## config.mk

```make
export PLATFORM = sky130hd
export DESIGN_NAME = pipe_hazard_ctrl
export DESIGN_NICKNAME = d
export VERILOG_FILES = /design/src/rtl/pipe_hazard_ctrl.sv
export SDC_FILE = /design/constraint.sdc
export NUM_CORES = 1
export LEC_CHECK = 0
export ABC_AREA = 1
export CORE_MARGIN = 3
export CORE_UTILIZATION = 45
export CTS_BUF_LIST = sky130_fd_sc_hd__clkbuf_16
export DETAILED_ROUTE_END_ITERATION = 7
export GPL_ROUTABILITY_DRIVEN = 0
export PLACE_DENSITY = 0.78
export SLEW_MARGIN = 20
export SYNTH_ARGS = -nofsm -noshare
export SYNTH_HDL_FRONTEND = slang
export SYNTH_SLANG_ARGS = --single-unit
export TNS_END_PERCENT = 5
```

## constraint.sdc

```tcl
create_clock -name clk -period 3.85 [get_ports clk]
set_input_delay 0.5775 -clock clk [delete_from_list [all_inputs] [get_ports clk]]
set_output_delay 0.5775 -clock clk [all_outputs]
set_load 0.02 [all_outputs]
```

## src/rtl/pipe_hazard_ctrl.sv

```systemverilog
// Stall/flush scheduler for the five-stage MIPS pipeline: merges data hazards,
// the HI/LO busy model and interrupt/ERET redirection into pipeline enables.
module pipe_hazard_ctrl #(
    parameter int MULT_CYCLES = 5,
    parameter int DIV_CYCLES  = 10,
    parameter int CNT_W       = 16
) (
    input  logic             clk,
    input  logic             reset,
    input  logic             D_stall_data,
    input  logic             D_is_md,
    input  logic             D_eret,
    input  logic             E_md_start,
    input  logic             E_md_div,
    input  logic             intReq,
    output logic             F_en,
    output logic             D_en,
    output logic             E_flush,
    output logic             pc_sel_exc,
    output logic             pc_sel_epc,
    output logic             md_busy,
    output logic [4:0]       md_count,
    output logic [CNT_W-1:0] stall_cnt
);

    typedef enum logic {
        RUN        = 1'b0,
        ERET_FLUSH = 1'b1
    } state_t;

    state_t           r_state;
    state_t           w_state_next;
    logic [4:0]       r_md_count;
    logic [4:0]       w_md_count_next;
    logic [CNT_W-1:0] r_stall_cnt;
    logic             w_md_busy;
    logic             w_stall;
    logic             w_count_stall;

    assign w_md_busy = (r_md_count != 5'd0);
    assign w_stall   = D_stall_data | (D_is_md & (w_md_busy | E_md_start));

    always_ff @(posedge clk or posedge reset) begin
        if (reset) begin
            r_state <= RUN;
        end else begin
            r_state <= w_state_next;
        end
    end

    // Priority: interrupt, then the post-ERET squash, then stall, then ERET issue.
    always_comb begin
        w_state_next  = r_state;
        F_en          = 1'b1;
        D_en          = 1'b1;
        E_flush       = 1'b0;
        pc_sel_exc    = 1'b0;
        pc_sel_epc    = 1'b0;
        w_count_stall = 1'b0;
        if (reset) begin
            w_state_next = RUN;
        end else if (intReq) begin
            E_flush      = 1'b1;
            pc_sel_exc   = 1'b1;
            w_state_next = RUN;
        end else if (r_state == ERET_FLUSH) begin
            E_flush      = 1'b1;
            w_state_next = RUN;
        end else if (w_stall) begin
            F_en          = 1'b0;
            D_en          = 1'b0;
            E_flush       = 1'b1;
            w_count_stall = 1'b1;
        end else if (D_eret) begin
            pc_sel_epc   = 1'b1;
            w_state_next = ERET_FLUSH;
        end
    end

    // The HI/LO unit keeps counting through an interrupt; only a start is suppressed.
    always_comb begin
        w_md_count_next = r_md_count;
        if (E_md_start && !intReq) begin
            w_md_count_next = E_md_div ? 5'(DIV_CYCLES) : 5'(MULT_CYCLES);
        end else if (w_md_busy) begin
            w_md_count_next = r_md_count - 5'd1;
        end
    end

    always_ff @(posedge clk or posedge reset) begin
        if (reset) begin
            r_md_count <= 5'd0;
        end else begin
            r_md_count <= w_md_count_next;
        end
    end

    always_ff @(posedge clk or posedge reset) begin
        if (reset) begin
            r_stall_cnt <= '0;
        end else if (w_count_stall && (r_stall_cnt != {CNT_W{1'b1}})) begin
            r_stall_cnt <= r_stall_cnt + 1'b1;
        end
    end

    assign md_busy   = w_md_busy & ~reset;
    assign md_count  = r_md_count;
    assign stall_cnt = r_stall_cnt;

endmodule

```

== Yosys cells after proc, flatten, opt, wreduce, memory -nomap -nowiden ==
Cells that the tools add are included.
Operators by class
  bitwise gates (word level): 5
  equality and inequality tests: 1
  muxes and demuxes: 21
  reduce and logical (&&, ||, !) cells: 5
  add/subtract/negate cells: 2
Operators with widths (number)
  1-bit 2-to-1 mux: 18
  16-bit by 1-bit adder with 16-bit output, second input constant: 1
  16-bit != test, second input constant: 1
  5-bit 2-to-1 mux: 2
  5-bit nonzero test: 1
  5-bit by 1-bit subtractor with 5-bit output, second input constant: 1
  4-bit 2-to-1 mux: 1
  1-bit bitwise AND: 2
  1-bit logical AND: 2
  1-bit OR: 2
  2-bit nonzero test: 1
  1-bit zero test: 1
  1-bit NOT: 1
Word-level totals
  word-level logic and storage cells: 37
  flip-flop bits (word level): 22

== Depth between registers and ports, before layout ==
Gate-level depths: netlist of the first run.
  word-level depth: 9
  depth in mapped cells: 12
  gate-level depth less buffers: 11

== Worst setup path before layout of the first run ==
OpenSTA, ideal clock, no wires.
  path type: in2out
  from: input port reset
  to: output port F_en
  required time: 3.273 ns
  data arrival time: 1.760 ns
  setup slack: 1.512 ns
  stages on the path: 5
  path through: inv_1 > nand3_1 > inv_1 > nand2_1 > buf_4
Between the ends
  cells in the longest elaborated chain, start to end: 1
Ends and longest elaborated chain
  start: declaration: line 9  | input logic reset,
  1-bit 2-to-1 mux
  end: declaration: line 16  | output logic F_en,
No other way between the ends.

== Worst setup path in the final report of the first run ==
  from: input port reset
  to: output port pc_sel_epc
Between the ends
  cells in the longest elaborated chain, start to end: 1
Ends and longest elaborated chain
  1-bit 2-to-1 mux: line 60  | if (reset) begin
  end: declaration: line 20  | output logic pc_sel_epc,
No other way between the ends.

==> reports/metrics.cfg, run 1 <==
[setup_path]
crit_start = reset
arrival_ps = 2460
end_kind = output port
crit_path_cell_trace = clkdlybuf4s50_1, inv_1, nand3_1, inv_1, nand2_1, nor2_1, clkdlybuf4s50_1
reg2reg_from = md_count[0]$_DFFE_PP0P_
cp_data_required_time_ps = 3270
crit_type = input port to output port
slowest_delay_ps = 620
worstPathMaxFanout = 12
ff2ff_setup_slack_ps = 1990
critPathLaunchType = input port
crit_slowest_cell = clkdlybuf4s50_1

[clock_tree]
root_buffer = clkbuf_16
post_cts_buffers = 0
cts_hold_buf = 0
cts_resized = 0
htreeDepth = 1
cts_made_buffers = 3
cts_tree = yes
cts.sinks = 22
clockBufferDepth = 2
clk-insertion-delay-late_ps = 250
cts.clk_slew.worst_paths_ps = 50

[yosys]
synth_top_area_cell = dfrtp_1
ys_types = 22
avgSynthCellArea_um2 = 7.12
synthCells = 194
yosysWarnings = 0
synthTopCellsByArea = dfrtp_1 40%, nand2_1 22%, nor2_1 6.0%
yosys.area.top_type_share = 0.399
synth.cell_area_um2 = 1380
synth_seq_area_share = 0.399
synth_nets = 205
ys_ff_latch = 22

[drt]
final_antenna_net_count = 0
drt_pass1_iterations = 4
drt_iter0_drc = 32
totalWireLength_um = 2960
drc_errors = 0
via_per_inst = 4.98
num_vias = 1296
wire_per_inst_um = 11.4

[power]
internal_power_mw = 0.572
power.total_mw = 0.881
p_leak_nw = 0.870
swShare = 0.351
ir_drop_mv = 0.359
power_density_nw_per_um2 = 486
p_seq_frac = 0.372
clkPwrFrac = 0.238
switchingPower_mw = 0.309
comb_power_share = 0.389

[flow_run]
maxCapViolations = 0

[sta]
drv_slew = 0
period_needed_ps = 3030
rsz0062_at_grt = false
tns_ps = 0
period_share = 0.788
hold_viol = 0
finalSetupViolations = 0
timing.fmax_mhz = 330
relSlewSlack = 0.581
worst_slew_pin_slew_ps = 627
setup_ws_ps = 816
skew_ps = 2.52

[floorplanning]
start_util = 0.488
coreArea_um2 = 2830
die_h_um = 61.4
die_area_um2 = 3770
fp-row-count = 19
fp.dieW_um = 61.4
ios = 35

[final_layout]
area_delta_synth_final_pct = 31.3
layout.core_utilization = 0.641
finalNonFillerCells = 260
layout-drive-gt1-share = 0.0568
mostFrequentLayoutCells = 81 x nand2_1, 34 x clkdlybuf4s50_1, 22 x nor2_1, 22 x dfrtp_1, 20 x inv_1
diodes = 0
layout_commonest_cell = nand2_1
final_nets = 242

[global_routing]
grt_pass1_wl_um = 5180
overflow = 0
antenna_found_initial = 0
grt_max_degree = 16
grt_use_total = 0.184
grt_pass1_vias = 1178

[hold_path]
hold_path_class = flop to flop
holdCritStartpoint = stall_cnt[15]$_DFFE_PP0P_

[placement]
dp_cells = 257
dp_hpwl_um = 2240
pre_cts_ws_ps = 775
io_buffers = 34

[status]
run_status = finished, final reports clean

## cell families after synthesis
group                    share of synthesized area
flip-flops                                   0.399
buffers and inverters                       0.0761
AND/OR/NAND/NOR                              0.393
XOR/XNOR                                    0.0761
AO/OA/AOI/OAI                               0.0290
adder cells (fa/ha/maj)                     0.0272
## synth_stat cells
| master | count |
|---|---|
| nand2_1 | 81 |
| dfrtp_1 | 22 |
| nor2_1 | 22 |
| inv_1 | 20 |
| nand3_1 | 10 |
| xnor2_1 | 8 |
| nand4_1 | 4 |
| o21ai_0 | 4 |
| xor2_1 | 4 |
| ha_1 | 3 |
| nand3_2 | 3 |
| buf_6 | 2 |
| nor2_2 | 2 |
| a21boi_0 | 1 |
| a31oi_1 | 1 |
| buf_4 | 1 |
| nand2_2 | 1 |
| nor2_4 | 1 |
| nor3_1 | 1 |
| nor3_2 | 1 |
| o22ai_1 | 1 |
| or2_2 | 1 |
## state kept, by name, summed over array words and instances (netlist names)
name / cells
stall_cnt: 16
md_count: 5
r_state: 1
## through the flow
step / hold WS, ps / instance area, um2
final: 566 / 1810
after global routing: 602 / 1810
after CTS: 573 / 1810
after detailed placement: 560 / 1740
after global placement: 539 / 1740
after floorplan: 581 / 1380
## power groups by stage
stage | combinational [mW] | clock, mW | sequential, mW
finish | 0.343 | 0.210 | 0.328
floorplan | 0.160 | 0 | 0.378
detailed placement | 0.342 | 0 | 0.333
CTS | 0.344 | 0.216 | 0.329
global route | 0.384 | 0.225 | 0.339
global placement | 0.338 | 0 | 0.330
## worst max-delay path: cells and delay by family
family / cells / cell delay (ps)
buffers and inverters: 4 / 1550
AND/OR/NAND/NOR: 3 / 340
## layout make-up
type,count,area (um2)
sequential,22,551
inverter,20,75.1
tap,31,38.8
clock buffer,3,75.1
timing repair buffer,35,348
multi-input combinational,149,726
fill,259,1020
## worst paths after layout
| path | to | cells past startpoint |
|---|---|---|
| max in group asynchronous | md_count[0]$_DFFE_PP0P_ | 3 |
| worst max register to register | stall_cnt[2]$_DFFE_PP0P_ | 11 |
| worst min register to register | stall_cnt[15]$_DFFE_PP0P_ | 2 |
| worst max-delay path | pc_sel_epc | 7 |
| worst min-delay path | stall_cnt[15]$_DFFE_PP0P_ | 2 |
| min in group asynchronous | stall_cnt[12]$_DFFE_PP0P_ | 2 |
## routing by layer
metal,part of all wire,vias to the layer above,global-route usage
met4,0.0078,0,0.0545
li1,-,673,-
met3,0.046,2,0.0294
met2,0.43,36,0.281
met1,0.51,585,0.269
met5,0,-,0
(Power assumes the default switching activity.)
==> run 2: changes to the inputs <==
clock period = 3 ns   (was 3.85 ns; I/O delays follow)
==> reports/metrics.cfg, run 2 (same netlist as run 1, synthesis figures left out) <==
[status]
run_status = finished, final reports clean  ; unchanged

[power]
power_density_nw_per_um2 = 669  ; was 486 nW/um2
p_leak_nw = 0.885  ; was 0.870 nW
power.total_mw = 1.23  ; was 0.881 mW
ir_drop_mv = 0.511  ; was 0.359 mV

[drt]
final_antenna_net_count = 0  ; unchanged
num_vias = 1299  ; was 1,296
drt_pass1_iterations = 4  ; unchanged
drt_iter0_drc = 44  ; was 32
drc_errors = 0  ; unchanged
wire_per_inst_um = 11.6  ; was 11.4 um
via_per_inst = 4.98  ; about the same
totalWireLength_um = 3020  ; was 2960 um

[final_layout]
mostFrequentLayoutCells = 81 x nand2_1, 34 x clkdlybuf4s50_1, 22 x nor2_1, 22 x dfrtp_1, 20 x inv_1  ; unchanged
largest_reg_flops = 16  ; unchanged
final_nets = 242  ; unchanged
layout-drive-gt1-share = 0.0609  ; was 0.0568
area_delta_synth_final_pct = 33.4  ; was 31.3%
finalInstanceArea_um2 = 1840  ; was 1810 um2
layout.core_utilization = 0.651  ; was 0.641
diodes = 0  ; unchanged
layout_commonest_cell = nand2_1  ; unchanged
nFillCells = 237  ; was 259

[global_routing]
grtUsageMet2 = 0.273  ; was 0.281
grt_pass1_vias = 1169  ; was 1,178
met3_usage = 0.0440  ; was 0.0294
globalRouteMet1Util = 0.248  ; was 0.269
grt.busiest_layer = met2  ; unchanged
overflow = 0  ; unchanged
grt_use_total = 0.180  ; was 0.184
grt_max_degree = 24  ; was 16
grt_pass1_wl_um = 5070  ; was 5180 um
antenna_found_initial = 0  ; unchanged

[setup_path]
arrival_ps = 2070  ; was 2460 ps
end_kind = output port  ; unchanged
cp_data_required_time_ps = 2550  ; was 3270 ps
critPathLaunchType = flop  ; was input port
worstPathMaxFanout = 6  ; was 12
crit_type = flop to output port  ; was input port to output port

[sta]
finalSetupViolations = 0  ; unchanged
tns_ps = 0  ; unchanged
skew_ps = 1.75  ; was 2.52 ps
hold-worst-slack_ps = 558  ; was 566 ps
worst_slew_pin_slew_ps = 625  ; was 627 ps
drv_slew = 0  ; unchanged
timing.fmax_mhz = 397
period_share = 0.840
hold_viol = 0  ; unchanged
period_needed_ps = 2520
rsz0062_at_grt = false  ; unchanged
relSlewSlack = 0.583  ; was 0.581

[clock_tree]
cts_resized = 0  ; unchanged
cts_tree = yes  ; unchanged
htreeDepth = 1  ; unchanged
post_cts_buffers = 0  ; unchanged
clockBufferDepth = 2  ; unchanged
cts.sinks = 22  ; unchanged
cts.clk_slew.worst_paths_ps = 60  ; was 50 ps
root_buffer = clkbuf_16  ; unchanged
cts_hold_buf = 0  ; unchanged
cts_made_buffers = 3  ; unchanged
clk-insertion-delay-late_ps = 260  ; was 250 ps

[placement]
dpl_cell_area_um2 = 1740  ; unchanged
dp_hpwl_um = 2200  ; was 2240 um
io_buffers = 34  ; unchanged

[flow_run]
maxCapViolations = 0  ; unchanged

[floorplanning]
ios = 35  ; unchanged
die_area_um2 = 3770  ; unchanged
start_util = 0.488  ; unchanged
fp.dieW_um = 61.4  ; unchanged
coreArea_um2 = 2830  ; unchanged
die_h_um = 61.4  ; unchanged
fp-row-count = 19  ; unchanged

[hold_path]
hold_path_class = flop to flop  ; unchanged

-- run 2: changes by cell type in the layout (fill, tap and decap cells not counted), sizes merged --
| cell | change |
|---|---|
| bufinv | +1 |
-- run 2: path summary, 6_finish.rpt --
check                      cells after the start                startpoint                  endpoint  slack [ps]
setup / recovery                               9   md_count[0]$_DFFE_PP0P_                pc_sel_epc         480
hold / removal                                 2  stall_cnt[1]$_DFFE_PP0P_  stall_cnt[1]$_DFFE_PP0P_         560
setup reg to reg                              11   md_count[0]$_DFFE_PP0P_  stall_cnt[8]$_DFFE_PP0P_        1150
hold reg to reg                                2  stall_cnt[1]$_DFFE_PP0P_  stall_cnt[1]$_DFFE_PP0P_         560
max in group asynchronous                      3                     reset  stall_cnt[0]$_DFFE_PP0P_        2150
min in group asynchronous                      3                     reset         r_state$_DFF_PP0_         620
-- run 2: area by class of cell --
cell class	count	area, um2	share of cell area
Sequential cell	22	551	0.299
Clock buffer	3	75.1	0.0407
Inverter	20	75.1	0.0407
Tap cell	31	38.8	0.0210
Multi-Input combinational cell	149	726	0.394
Timing Repair Buffer	35	348	0.189
Clock inverter	1	30.0	0.0163
-- run 2: routing by layer --
layer / routed length (um) / share of wire
met2: 1340 / 0.44
met5: 0 / 0
met1: 1510 / 0.50
met3: 134 / 0.044
met4: 27 / 0.0089
-- run 2: power breakdown --
part | total, mW | switching [mW] | internal (mW)
Combinational | 0.442 | 0.237 | 0.205
Clock | 0.372 | 0.107 | 0.265
Sequential | 0.420 | 0.0658 | 0.354
-- run 2: critical path: stages, from the launching register on --
cell	delay (ps)
dfrtp_1	370
inv_1	130
ha_1	200
inv_1	40
nor2_1	80
nand3_1	70
nand2_1	70
nand2_2	90
nor2_1	140
clkdlybuf4s50_1	620
-- run 2: per-stage QoR --
stage | std cells | setup WS [ps]
3_3_place_gp | 257 | 487
4_1_cts | 261 | 458
2_1_floorplan | 194 | 917
6_report | 261 | 479
5_1_grt | 261 | 280
3_5_place_dp | 257 | 468
